$ cat config.mk
export PLATFORM = sky130hd
export DESIGN_NAME = sseg_scan_ctrl
export DESIGN_NICKNAME = d
export VERILOG_FILES = /design/src/rtl/sseg_scan_ctrl.sv
export SDC_FILE = /design/constraint.sdc
export NUM_CORES = 1
export LEC_CHECK = 0
export ABC_AREA = 1
export BUFFER_PORTS_ARGS = -buffer_cell sky130_fd_sc_hd__buf_4
export CAP_MARGIN = 10
export CORE_UTILIZATION = 40
export CTS_BUF_LIST = sky130_fd_sc_hd__clkbuf_8
export DETAILED_ROUTE_END_ITERATION = 8
export GPL_TIMING_DRIVEN = 0
export PLACE_DENSITY_LB_ADDON = 0.15
export SYNTH_ARGS = -nofsm -noshare
export SYNTH_HDL_FRONTEND = slang
export SYNTH_SLANG_ARGS = --single-unit
$ cat constraint.sdc
create_clock -name clk -period 3.2 [get_ports clk]
set_input_delay 0.32 -clock clk [delete_from_list [all_inputs] [get_ports clk]]
set_output_delay 0.32 -clock clk [all_outputs]
set_load 0.005 [all_outputs]
$ cat src/rtl/sseg_scan_ctrl.sv
// rtl/sseg_scan_ctrl.sv - multi-digit 7-segment scan controller sharing one hex decoder
module sseg_scan_ctrl #(
    parameter int DIGITS  = 4,
    parameter int BLINK_W = 24
) (
    input  logic                  clk,
    input  logic                  rst_n,
    input  logic                  load,
    input  logic [4*DIGITS-1:0]   value,
    input  logic [DIGITS-1:0]     dp,
    input  logic                  blank_lz,
    input  logic [DIGITS-1:0]     blink_en,
    output logic                  busy,
    output logic                  done,
    output logic [3:0]            dec_data,
    input  logic [7:0]            dec_led,
    output logic [8*DIGITS-1:0]   hex
);

    localparam int IW = (DIGITS > 1) ? $clog2(DIGITS) : 1;
    localparam logic [IW-1:0] LAST_IDX = IW'(DIGITS - 1);

    typedef enum logic [1:0] {
        S_IDLE   = 2'd0,
        S_SCAN   = 2'd1,
        S_COMMIT = 2'd2
    } state_t;

    state_t state_q, state_d;

    logic [IW-1:0]              idx_q, idx_d;
    logic [4*DIGITS-1:0]        val_q, val_d;
    logic [DIGITS-1:0]          dp_q, dp_d;
    logic [DIGITS-1:0]          blink_q, blink_d;
    logic [DIGITS-1:0]          lz_q, lz_d;
    logic [3:0]                 dec_data_q, dec_data_d;
    logic                       busy_q, busy_d;
    logic                       done_q, done_d;
    logic [DIGITS-1:0][7:0]     shadow_q, shadow_d;
    logic [DIGITS-1:0][7:0]     comm_q, comm_d;
    logic [8*DIGITS-1:0]        hex_q, hex_d;
    logic [BLINK_W-1:0]         cnt_q, cnt_d;

    logic [DIGITS-1:0]          lz_new;
    logic [IW-1:0]              next_idx;
    logic                       unused_dec_dp;

    // The decoder's own DP bit is ignored; the DP comes from the dp input.
    assign unused_dec_dp = dec_led[7];
    assign next_idx      = idx_q + 1'b1;

    // Leading-zero mask: walk from the top digit down while every nibble seen so far is zero.
    always_comb begin
        logic all_zero;
        all_zero = 1'b1;
        lz_new   = '0;
        for (int i = DIGITS - 1; i >= 0; i--) begin
            all_zero  = all_zero & (value[4*i +: 4] == 4'h0);
            lz_new[i] = blank_lz & all_zero & (i != 0);
        end
    end

    // State register.
    always_ff @(posedge clk or negedge rst_n) begin
        if (!rst_n) begin
            state_q <= S_IDLE;
        end else begin
            state_q <= state_d;
        end
    end

    // Next-state logic: one scan cycle per digit, then a single commit cycle.
    always_comb begin
        state_d = state_q;
        case (state_q)
            S_IDLE:   if (load) state_d = S_SCAN;
            S_SCAN:   if (idx_q == LAST_IDX) state_d = S_COMMIT;
            S_COMMIT: state_d = S_IDLE;
            default:  state_d = S_IDLE;
        endcase
    end

    // Output/datapath logic: latch on accept, capture decoder results, commit all digits together.
    always_comb begin
        idx_d      = idx_q;
        val_d      = val_q;
        dp_d       = dp_q;
        blink_d    = blink_q;
        lz_d       = lz_q;
        dec_data_d = dec_data_q;
        busy_d     = busy_q;
        done_d     = 1'b0;
        shadow_d   = shadow_q;
        comm_d     = comm_q;
        case (state_q)
            S_IDLE: begin
                if (load) begin
                    val_d      = value;
                    dp_d       = dp;
                    blink_d    = blink_en;
                    lz_d       = lz_new;
                    idx_d      = '0;
                    dec_data_d = value[3:0];
                    busy_d     = 1'b1;
                end
            end
            S_SCAN: begin
                shadow_d[idx_q] = {~dp_q[idx_q], lz_q[idx_q] ? 7'h7F : dec_led[6:0]};
                if (idx_q != LAST_IDX) begin
                    idx_d      = next_idx;
                    dec_data_d = val_q[4*int'(next_idx) +: 4];
                end
            end
            S_COMMIT: begin
                comm_d = shadow_q;
                busy_d = 1'b0;
                done_d = 1'b1;
            end
            default: begin
                busy_d = 1'b0;
            end
        endcase
    end

    // Free-running blink counter and the registered, blink-masked pin drive.
    always_comb begin
        cnt_d = cnt_q + 1'b1;
        hex_d = '1;
        for (int i = 0; i < DIGITS; i++) begin
            hex_d[8*i +: 8] = (blink_q[i] && cnt_q[BLINK_W-1]) ? 8'hFF : comm_q[i];
        end
    end

    // Datapath registers; reset leaves the display dark and aborts any scan.
    always_ff @(posedge clk or negedge rst_n) begin
        if (!rst_n) begin
            idx_q      <= '0;
            val_q      <= '0;
            dp_q       <= '0;
            blink_q    <= '0;
            lz_q       <= '0;
            dec_data_q <= 4'h0;
            busy_q     <= 1'b0;
            done_q     <= 1'b0;
            shadow_q   <= {DIGITS{8'hFF}};
            comm_q     <= {DIGITS{8'hFF}};
            hex_q      <= {DIGITS{8'hFF}};
            cnt_q      <= '0;
        end else begin
            idx_q      <= idx_d;
            val_q      <= val_d;
            dp_q       <= dp_d;
            blink_q    <= blink_d;
            lz_q       <= lz_d;
            dec_data_q <= dec_data_d;
            busy_q     <= busy_d;
            done_q     <= done_d;
            shadow_q   <= shadow_d;
            comm_q     <= comm_d;
            hex_q      <= hex_d;
            cnt_q      <= cnt_d;
        end
    end

    assign busy     = busy_q;
    assign done     = done_q;
    assign dec_data = dec_data_q;
    assign hex      = hex_q;

endmodule

==> Word-level counts from Yosys, hierarchy flattened <==
Index checks and enable logic that the tools add are counted.
{ "op_classes": {"addsub": 2, "multipliers": 0, "div_mod_pow": 0, "order_cmp": 2, "eq_ne": 7, "shift": 1, "n_mux": 24, "n_bitwise": 7, "n_reduce_logical": 14} }
{ "ops": {"columns": ["operator", "count"], "rows": [
  ["8-bit two-way mux", 5],
  ["32-bit bitwise mux", 1],
  ["24-bit by 1-bit adder with 24-bit output (second input constant)", 1],
  ["8-bit demux with 2-bit select", 1],
  ["16-bit by 5-bit variable part select with 4-bit output", 1],
  ["4-bit logical NOT", 3],
  ["2-bit two-way mux", 4],
  ["4-bit two-way mux", 2],
  ["2-bit inequality test (second input constant)", 4],
  ["2-bit case mux with 2 select lines", 2],
  ["4-bit case mux with 2 select lines", 1],
  ["7-bit two-way mux", 1],
  ["2-bit AND reduction", 3],
  ["1-bit AND", 5],
  ["1-bit logical AND", 5],
  ["1-bit binary-select mux with 2-bit select", 2],
  ["2-bit equality test (second input constant)", 2],
  ["1-bit two-way mux", 4],
  ["2-bit by 3-bit less-than comparator with 1-bit output (second input constant)", 1],
  ["3-bit AND reduction", 1],
  ["2-bit by 1-bit adder with 2-bit output (second input constant)", 1],
  ["2-bit by 1-bit equality test with 1-bit output (second input constant)", 1],
  ["2-bit by 1-bit >= comparator with 1-bit output (second input constant)", 1],
  ["2-bit logical NOT", 1],
  ["other kinds (3)", 4]
]} }
{ "totals": {"register_bits": 157, "latchBits": 0, "ramBits": 0, "rom_bits": 0, "in_bits": 36, "output_inout_bits": 38, "n_memories": 0} }

==> Depth between registers and ports, before layout <==
{ "depth": {"ltp_word": 5, "depth_mapped": 9, "mapped_depth_nobuf": 8} }

==> Least setup slack after synthesis <==
Ideal clock, no wire load.
{ "synth_path": {"path_type": "reg-to-reg", "from": "register idx_q[0]", "to": "register dec_data_q[0], in the netlist dec_data[0]", "setup_ns": 0.116, "arrival_time_ns": 1.402, "path_slack_ns": 1.681, "path_stages_with_launch": 10, "path_buffers": 1, "cell_sequence": "dfrtp_1 -> inv_1 -> buf_2 -> ha_1 -> inv_1 -> nor2_1 -> nand2_1 -> nand3_1 -> nand2_1 -> nand2_1"} }
{ "synth_between": {"elab_chain_cells": 4} }
{ "synth_lines": {"columns": ["element", "line", "rtl"], "rows": [
  ["start, declared", "31", "logic [IW-1:0] idx_q, idx_d;"],
  ["start signal, assigned", "150", "idx_q <= idx_d;"],
  ["2-bit by 1-bit adder with 2-bit output", "50", "assign next_idx = idx_q + 1'b1;"],
  ["16-bit by 5-bit variable part select with 4-bit output", "111", "dec_data_d = val_q[4*int'(next_idx) +: 4];"],
  ["4-bit two-way mux", "109", "if (idx_q != LAST_IDX) begin"],
  ["4-bit case mux with 2 select lines", "95", "case (state_q)"],
  ["end signal, assigned", "155", "dec_data_q <= dec_data_d;"],
  ["end, declared", "36", "logic [3:0] dec_data_q, dec_data_d;"]
]} }
Several ways; a longest one is shown, not always the timed one. The select of a mux whose other input is x is not followed.
A chain may end at the register's enable or synchronous reset.

==> Worst setup path after layout <==
Ends and elaborated chain as after synthesis.

==> impl_metrics.tcl <==
set metrics [dict create \
    outcome "finished, final reports clean" \
    drt_iter0_drc 306 \
    r2r-end "dec_data[0]" \
    async_flop_share 1.00 \
    hold_path.startpoint "dp[2]" \
    yosysSeqAreaShare 0.612 \
    die_w_um 131 \
    cp.arrival_ps 2200 \
    critPathMaxFanout 11 \
    power_frac_seq 0.486 \
    ff2ff_path_depth 9 \
    path_class "flip-flop to flip-flop" \
    postRouteAntennaNets 0 \
    drc 0 \
    min_period_over_period 0.582 \
    cts_tree "built" \
    ys_types 30 \
    htree_num_levels 4 \
    area_growth_pct 18.9 \
    syn_avg_cell_area_um2 9.14 \
    r2r_start "idx_q[0]" \
    clkTransAtPathRegs_ps 90 \
    cts_resized 0 \
    grt_pass1_wl_um 23200 \
    synth_warnings 0 \
    p_sw_mw 2.31 \
    p_leak_nw 3.83 \
    fin_area_um2 7870 \
    gr-total-overflow 0 \
    grt_max_degree 87 \
    placed_area_um2 7460 \
    max_slew_margin 0.574 \
    yosysMostFrequentCell "nand2_1" \
    core_region_area_um2 16000 \
    synth_fp_nets 765 \
    p_comb_frac 0.303 \
    pin_count 74 \
    hp-class "input port to flip-flop" \
    fin_cells 1046 \
    io_buffers 72 \
    synth_cells 724 \
    num_rows 46 \
    synth_area_leaders "dfstp_2 (38%), dfrtp_1 (23%), nand2_1 (16%)" \
    p_int_mw 4.77 \
    power_mw 7.08 \
    synth_edf_count 0 \
    clk_latency_ps 450 \
    cts_buffers 17 \
    holdWs_ps 77.7 \
    rsz0062_at_grt "false" \
    setup_tns_ps 0 \
    clock_power_share 0.211 \
    clock-root-buffer "clkbuf_8" \
    cts.sinks 157 \
    diodes 0 \
    postLayoutCoreUtil 0.492 \
    worstHoldPathCells 3 \
    wl_per_cell_um 13.2 \
    p_per_area_nw_per_um2 900 \
    first_pass_iters 5 \
    setup-violations-final 0 \
    dpl.cell_count 1013 \
    layout.nets 858 \
    drive_gt1_frac 0.292 \
    viasPerCell 4.63 \
    antenna_found_initial 0 \
    hold_viol_final 0 \
    initial_utilization 0.414 \
    fp.dieArea_um2 17100 \
    dp_hpwl_um 9710 \
    num_vias 4840 \
    worstMarginPinSlew_ps 639 \
    synth_top_area_share 0.381 \
    final.setup_skew_ps 15.8 \
    cts_setup_buffers 0 \
    gp_congestion 0.798 \
    setup_slack_ps 1340 \
    cp.required_ps 3540 \
    drt-total-wl_um 13800 \
    start_kind "flip-flop" \
    cp-end-kind "flip-flop" \
    whs_endpoint "dp_q[2]" \
    vdd_ir_drop_max_mv 0.344 \
    grt_use_total 0.177 \
    cts_buffer_depth 2 \
    yosys-top-cells-count "nand2_1 (284), dfstp_2 (96), o21ai_0 (75)" \
    dpl_worst_slack_ps 1360 \
    cap_violations 0 \
    synth_seq_cells 157 \
    r2r_slack_ps 1340 \
    netlist_area_um2 6620 \
    grt_pass1_vias 4776 \
    report.final.slew_viol_count 0 \
    ys.flop_type "dfstp_2" \
    die_h_um 131 \
    layout_min_cycle_time_ps 1860 \
    switching_share 0.327 \
    synth.largest_area_cell "dfstp_2" \
    maxClockFrequency_ghz 0.537 \
]
[flip-flops by register name (all words and copies together) (netlist names), 2 cells and up]
| register | cells |
|---|---|
| cnt_q | 24 |
| dp_q | 4 |
| hex | 32 |
| comm_q | 32 |
| blink_q | 4 |
| lz_q | 3 |
| idx_q | 2 |
| state_q | 2 |
| val_q | 16 |
| dec_data | 4 |
| shadow_q | 32 |
[cell usage in the layout, fill, tap and decap left out, types with 6 or more instances in the layout]
master,synthesis,routed
buf_4,5,76
nor2_2,9,9
clkbuf_8,0,18
dfstp_2,96,96
buf_6,5,6
nand2_2,6,6
xor2_1,9,9
nand2_1,284,284
nor2_1,41,41
o21ai_0,75,75
dfrtp_1,61,61
nand3_1,18,18
inv_1,72,74
[worst max-delay path, cell delays in order, from the launching register on]
cell and delay, ps:
dfrtp_1 430, inv_1 200, buf_2 270, ha_1 310
inv_1 190, nor2_1 70, nand2_1 70, nand3_1 90
nand2_1 70, nand2_1 50
[cell families after synthesis]
| group | after synthesis | synth area share |
|---|---|---|
| buffers and inverters | 94 | 0.0631 |
| adder cells (fa/ha/maj) | 5 | 0.00945 |
| AND/OR/NAND/NOR | 369 | 0.229 |
| flip-flops | 157 | 0.612 |
| AO/OA/AOI/OAI | 84 | 0.0656 |
| XOR/XNOR | 15 | 0.0210 |
[how the worst max path moves through the flow]
stage | from | endpoint | slack [ps] | cells after the start
2_1_floorplan | idx_q[0] | dec_data[0] | 1680 | 9
3_3_place_gp | rst_n | state_q[1] | 1090 | 1
3_5_place_dp | idx_q[0] | dec_data[0] | 1360 | 9
4_1_cts | idx_q[0] | dec_data[0] | 1350 | 9
5_1_grt | idx_q[0] | dec_data[0] | 1170 | 9
6_report | idx_q[0] | dec_data[0] | 1340 | 9
[power groups by stage]
| stage | combinational (mW) | sequential, mW | clock (mW) |
|---|---|---|---|
| final | 2.15 | 3.44 | 1.50 |
| after global routing | 2.48 | 3.54 | 1.63 |
| after CTS | 2.18 | 3.45 | 1.54 |
| after detailed placement | 2.16 | 3.48 | 0 |
| after global placement | 2.11 | 3.46 | 0 |
| after floorplan | 1.36 | 3.42 | 0 |
[what timing repair did]
item	CTS	global route
endpoints found under the setup margin	0	0
hold buffers	1	0
hold endpoints to repair	16	0
[cell type report]
| cell class | count | area (um^2) |
|---|---|---|
| repair buffers | 74 | 582 |
| plain buffers | 18 | 133 |
| flip-flops and latches | 157 | 4050 |
| inverters | 76 | 285 |
| fillers | 1568 | 8130 |
| multi-input cells | 473 | 2150 |
| clock buffers | 18 | 248 |
| clock inverters | 14 | 151 |
| well taps | 216 | 270 |
[metal layers]
| layer | GRT usage | up-vias | routed length, um |
|---|---|---|---|
| met5 | 0 | - | 0 |
| met4 | 0.0696 | 0 | 227 |
| met3 | 0.0338 | 17 | 480 |
| met2 | 0.274 | 89 | 6290 |
| met1 | 0.246 | 2321 | 6790 |
| li1 | - | 2413 | - |
Note: power is estimated with default switching activity, not from simulation.
